<file path="src/rtl/rx.sv">
`timescale 1ns/100ps
// ---------------------------------------------------------------------------
// rx : 8N1 UART receiver, LSB first, oversampled by CLKS_PER_BIT.
//
// Ports
//   clk        in   system clock, rising edge
//   rst        in   synchronous active-high reset
//   din        in   asynchronous serial line, idle high
//   data[7:0]  out  last correctly framed byte
//   valid      out  one-cycle pulse when data has just been updated
//   frame_err  out  one-cycle pulse when the stop bit was sampled low
//   busy       out  high whenever the receiver is not idle
//
// The line is double-flopped; every decision uses the second flop (din_s).
// The start bit is confirmed at its middle, and every later bit is sampled
// one full bit period after the previous sample, so all samples sit near
// bit centres.
// ---------------------------------------------------------------------------
module rx #(
  parameter int CLKS_PER_BIT = 16
) (
  input  logic       clk,
  input  logic       rst,
  input  logic       din,
  output logic [7:0] data,
  output logic       valid,
  output logic       frame_err,
  output logic       busy
);

  localparam int TW = (CLKS_PER_BIT > 1) ? $clog2(CLKS_PER_BIT) : 1;
  localparam logic [TW-1:0] HALF_M1 = TW'(CLKS_PER_BIT / 2 - 1);
  localparam logic [TW-1:0] FULL_M1 = TW'(CLKS_PER_BIT - 1);

  typedef enum logic [2:0] {
    IDLE      = 3'd0,
    START     = 3'd1,
    DATA      = 3'd2,
    STOP      = 3'd3,
    WAIT_IDLE = 3'd4
  } state_t;

  state_t          state_r;
  logic [TW-1:0]   timer_r;
  logic [2:0]      idx_r;
  logic [7:0]      shift_r;
  logic            sync_r;
  logic            din_s;

  // Two-flop synchronizer; both flops reset to the idle (high) line level.
  always_ff @(posedge clk) begin
    if (rst) begin
      sync_r <= 1'b1;
      din_s  <= 1'b1;
    end else begin
      sync_r <= din;
      din_s  <= sync_r;
    end
  end

  // Receive FSM with bit timer, bit index, shift register and registered outputs.
  // busy is updated together with every state change so it always equals
  // (state != IDLE).
  always_ff @(posedge clk) begin
    if (rst) begin
      state_r   <= IDLE;
      timer_r   <= '0;
      idx_r     <= 3'd0;
      shift_r   <= 8'h00;
      data      <= 8'h00;
      valid     <= 1'b0;
      frame_err <= 1'b0;
      busy      <= 1'b0;
    end else begin
      valid     <= 1'b0;
      frame_err <= 1'b0;
      case (state_r)
        IDLE: begin
          if (!din_s) begin
            state_r <= START;
            timer_r <= '0;
            busy    <= 1'b1;
          end else begin
            state_r <= IDLE;
            busy    <= 1'b0;
          end
        end
        START: begin
          if (timer_r == HALF_M1) begin
            timer_r <= '0;
            if (!din_s) begin
              state_r <= DATA;
              idx_r   <= 3'd0;
            end else begin
              // Start bit did not survive to mid-bit: treat as a glitch.
              state_r <= IDLE;
              busy    <= 1'b0;
            end
          end else begin
            timer_r <= timer_r + 1'b1;
          end
        end
        DATA: begin
          if (timer_r == FULL_M1) begin
            timer_r <= '0;
            shift_r <= {din_s, shift_r[7:1]};
            idx_r   <= idx_r + 3'd1;
            if (idx_r == 3'd7) begin
              state_r <= STOP;
            end else begin
              state_r <= DATA;
            end
          end else begin
            timer_r <= timer_r + 1'b1;
          end
        end
        STOP: begin
          if (timer_r == FULL_M1) begin
            timer_r <= '0;
            if (din_s) begin
              data    <= shift_r;
              valid   <= 1'b1;
              state_r <= IDLE;
              busy    <= 1'b0;
            end else begin
              frame_err <= 1'b1;
              state_r   <= WAIT_IDLE;
            end
          end else begin
            timer_r <= timer_r + 1'b1;
          end
        end
        WAIT_IDLE: begin
          // A held-low line (break) stays here silently until it releases.
          if (din_s) begin
            state_r <= IDLE;
            busy    <= 1'b0;
          end else begin
            state_r <= WAIT_IDLE;
          end
        end
        default: begin
          state_r <= IDLE;
          timer_r <= '0;
          idx_r   <= 3'd0;
          busy    <= 1'b0;
        end
      endcase
    end
  end

endmodule

</file>
<file path="config.mk">
export PLATFORM = sky130hd
export DESIGN_NAME = rx
export DESIGN_NICKNAME = d
export VERILOG_FILES = /design/src/rtl/rx.sv
export SDC_FILE = /design/constraint.sdc
export NUM_CORES = 1
export LEC_CHECK = 0
export BUFFER_PORTS_ARGS = -buffer_cell sky130_fd_sc_hd__buf_2
export CAP_MARGIN = 25
export CORE_ASPECT_RATIO = 1.4
export CORE_UTILIZATION = 56
export CTS_CLUSTER_DIAMETER = 50
export DETAILED_ROUTE_END_ITERATION = 16
export PLACE_DENSITY = 0.78
export RECOVER_POWER = 100
export SYNTH_ARGS = -nofsm -noshare
export SYNTH_HDL_FRONTEND = slang
export SYNTH_SLANG_ARGS = --single-unit
</file>
<file path="constraint.sdc">
create_clock -name clk -period 2.2 [get_ports clk]
set_input_delay 0.22 -clock clk [delete_from_list [all_inputs] [get_ports clk]]
set_output_delay 0.22 -clock clk [all_outputs]
set_load 0.1 [all_outputs]
</file>
==> out/summary.txt <==
Die width -> 42.5 um
CTS H-tree lvls -> 2
Post-CTS Setup Inserts -> 0
Root Driver -> clkbuf_4
Num CTS Buffers -> 5
Worst slew pin tran -> 1.23 ns
FF-to-FF setup slack -> 0.22 ns
Pwr dens -> 958 nW/um^2
Reg-to-Reg End -> shift_r[2]$_SDFFE_PP0P_
Setup crit start kind -> register
Clock Skew -> 0.0144 ns
Crit path time final -> 1.98 ns
Post-layout nets -> 153
CP Data Arrival Time -> 2.16 ns
HP Start -> din
CP endpoint -> shift_r[2]$_SDFFE_PP0P_
Ant diodes -> 0
Max_slew headroom -> 18.1%
Drt pass-1 iters -> 5
Worst vdd ir -> 0.523 mV
Post-Synth Simple-Gate Area -> 18.6%
Final Cycle Share -> 90.0%
Final Setup Violations -> 0
FMAX -> 0.505 GHz
Worst hold stages -> 2
Pin count of the biggest net entering global routing -> 32
Routed vias -> 970
Avg Cell Area, Syn -> 9.69 um^2
Post-synth top area share -> 48.2%
Initial antenna violation count -> 0
Die H -> 58.8 um
XOR/XNOR Fraction of Synth Area -> 1.94%
Hold-fix buffers, CTS -> 0
Setup TNS -> 0 ns
Yosys reg bits -> 31
Clk buf depth -> 2
Layout cells sized above 1 -> 8.78%
Fraction of the mapped netlist area in adder cells -> 2.91%
Post-Place Cells -> 162
Cell taking the most area after synthesis -> dfxtp_1
Outcome -> completed
Die footprint -> 2500 um^2
Synthesized area -> 1290 um^2
R2r worst-path depth -> 5
Core area -> 2180 um^2
Critical R2R Launch -> state_r[1]$_SDFFE_PP0P_
Clock Latency Late Sink -> 0.34 ns
All-Layer GR Usage -> 20.1%
Synth warn -> 0
Pleak -> 0.571 nW
Gr ovfl total -> 0
Clock slew at reported path FFs -> 0.10 ns
DP HPWL -> 1.55 mm
Number of fill cells -> 189
Routed WL -> 2.23 mm
DRC errors left -> 0
CP Max Fanout -> 9
Crit end category -> register
Cell variety after synth -> 33
Row count -> 20
Crit path launch -> state_r[1]$_SDFFE_PP0P_
PortBufs -> 13
CTS tree -> yes
Final Max Slew Viols -> 0
Crit Path Class -> reg -> reg
Synth area leaders -> dfxtp_1 48%, mux2i_1 13%, nor2_1 7.6%
Syn_nets -> 139
IO Pins -> 14
Final hold violations -> 0
Initial Util -> 59.2%
Hold Crit Class -> in -> reg
First-pass GRT wire length -> 3.67 mm
Data required time of the worst path -> 2.38 ns
Largest family of logic cells by synthesized area -> simple AND/OR/NAND/NOR gates
Drt wl/cell -> 13.1 um
Max Cap Viol -> 0
Seq/Total Area, Yosys -> 48.2%
DR iter-0 viols -> 21
Vias/cell -> 5.71
Post-route ant nets -> 0
CTS resizes -> 0
Routability cong. -> 0.805
Compound-gate portion of the synthesized area -> 12.0%
Post-layout instance count excluding filler cells -> 170
Seq. cell area -> 621 um^2
Synthesized netlist cell count -> 133
Multi-input logic area -> 617 um^2
Vias in the first global route -> 869
RSZ-0062 raised after global routing -> no
CTS sink count -> 31
Mux cell area share after synthesis -> 13.2%
Area delta synth->final -> 9.61%
==> cell type report <==
class	count	share of cell area (%)
clock buffers	6	3.63
clock inverters	2	2.48
repair buffers	14	3.81
inverters	2	0.531
multi-input cells	93	43.7
well taps	22	1.95
flip-flops and latches	31	43.9
==> cell usage after synthesis <==
library cell,n
dfxtp_1,31
nor2_1,26
mux2i_1,17
a211oi_1,5
a21oi_1,5
clkbuf_1,4
o21ai_0,4
ha_1,3
nand2_1,3
nand3_1,3
nor3_1,3
a22oi_1,2
and2_1,2
buf_2,2
inv_1,2
nor2b_1,2
or2_2,2
or4b_1,2
a211oi_2,1
a221oi_2,1
and3_1,1
buf_4,1
nand2b_1,1
nand4_1,1
nor4_1,1
o211a_1,1
o21a_1,1
o21ai_1,1
o21bai_1,1
or2b_1,1
or2b_4,1
xnor2_2,1
xor2_1,1
==> report_power, final <==
part	total (mW)	leakage (nW)	internal (mW)	switching, mW
combinational	0.257	0.272	0.100	0.156
sequential	0.633	0.251	0.592	0.0417
clock	0.463	0.0482	0.268	0.194
==> cell families (layout without fill, tap and decap cells) <==
| group | count (synthesis) | after routing |
|---|---|---|
| and+or+nand+nor | 49 | 49 |
| buffers and inverters | 9 | 24 |
| DFF | 31 | 31 |
| muxes | 17 | 17 |
| xor gates and xnor gates | 2 | 2 |
| AOI/OAI and AO/OA | 22 | 22 |
| adders and majority gates | 3 | 3 |
==> registers in the layout, summed over array words and instances, names as in the netlist <==
name / cells
din_s: 1
sync_r: 1
busy: 1
idx_r: 3
state_r: 3
frame_err: 1
valid: 1
timer_r: 4
shift_r: 8
data: 8
==> per-layer routing <==
metal | vias to the layer above | part of all wire, % | track usage (%)
met3 | 6 | 3.8 | 7.67
met2 | 16 | 48 | 31.0
met1 | 452 | 45 | 22.9
met4 | 0 | 2.7 | 13.4
li1 | 496 | - | -
met5 | - | 0 | 0
==> through the flow <==
stage          setup WS (ns)  power [mW]  utilization (%)  instance area (um^2)  hold slack, ns
2_1_floorplan          0.674       0.862                -                  1290           0.324
3_3_place_gp           0.471       0.908             62.3                  1360           0.394
3_5_place_dp           0.408       0.916             62.3                  1360           0.406
4_1_cts                0.387        1.38             66.3                  1440          0.0348
5_1_grt                0.131        1.42             64.9                  1410          0.0334
6_report               0.219        1.35             64.9                  1410          0.0490
==> critical path, cell delays in order, from the launching register on <==
cell,delay (ns)
dfxtp_1,0.47
or2b_4,0.34
nor3_1,0.17
clkbuf_1,0.51
mux2i_1,0.27
nor2_1,0.06
==> how the worst min path moves through the flow <==
stage,endpoint,slack [ns]
floorplan,sync_r$_SDFF_PP1_,0.32
global placement,din_s$_SDFF_PP1_,0.39
detailed placement,sync_r$_SDFF_PP1_,0.41
CTS,sync_r$_SDFF_PP1_,0.03
global route,sync_r$_SDFF_PP1_,0.03
finish,sync_r$_SDFF_PP1_,0.05
==> layout by cell type, fill, tap and decap left out, types with 2 or more instances in the layout <==
cell type,netlist,layout
dfxtp_1,31,31
nor2_1,26,26
mux2i_1,17,17
clkbuf_1,4,13
a211oi_1,5,6
a21oi_1,5,5
clkbuf_4,0,5
o21ai_0,4,4
nor3_1,3,3
nand3_1,3,3
nand2_1,3,3
ha_1,3,3
inv_1,2,2
nor2b_1,2,2
a22oi_1,2,2
or4b_1,2,2
or2_2,2,2
(Power assumes the default switching activity.)
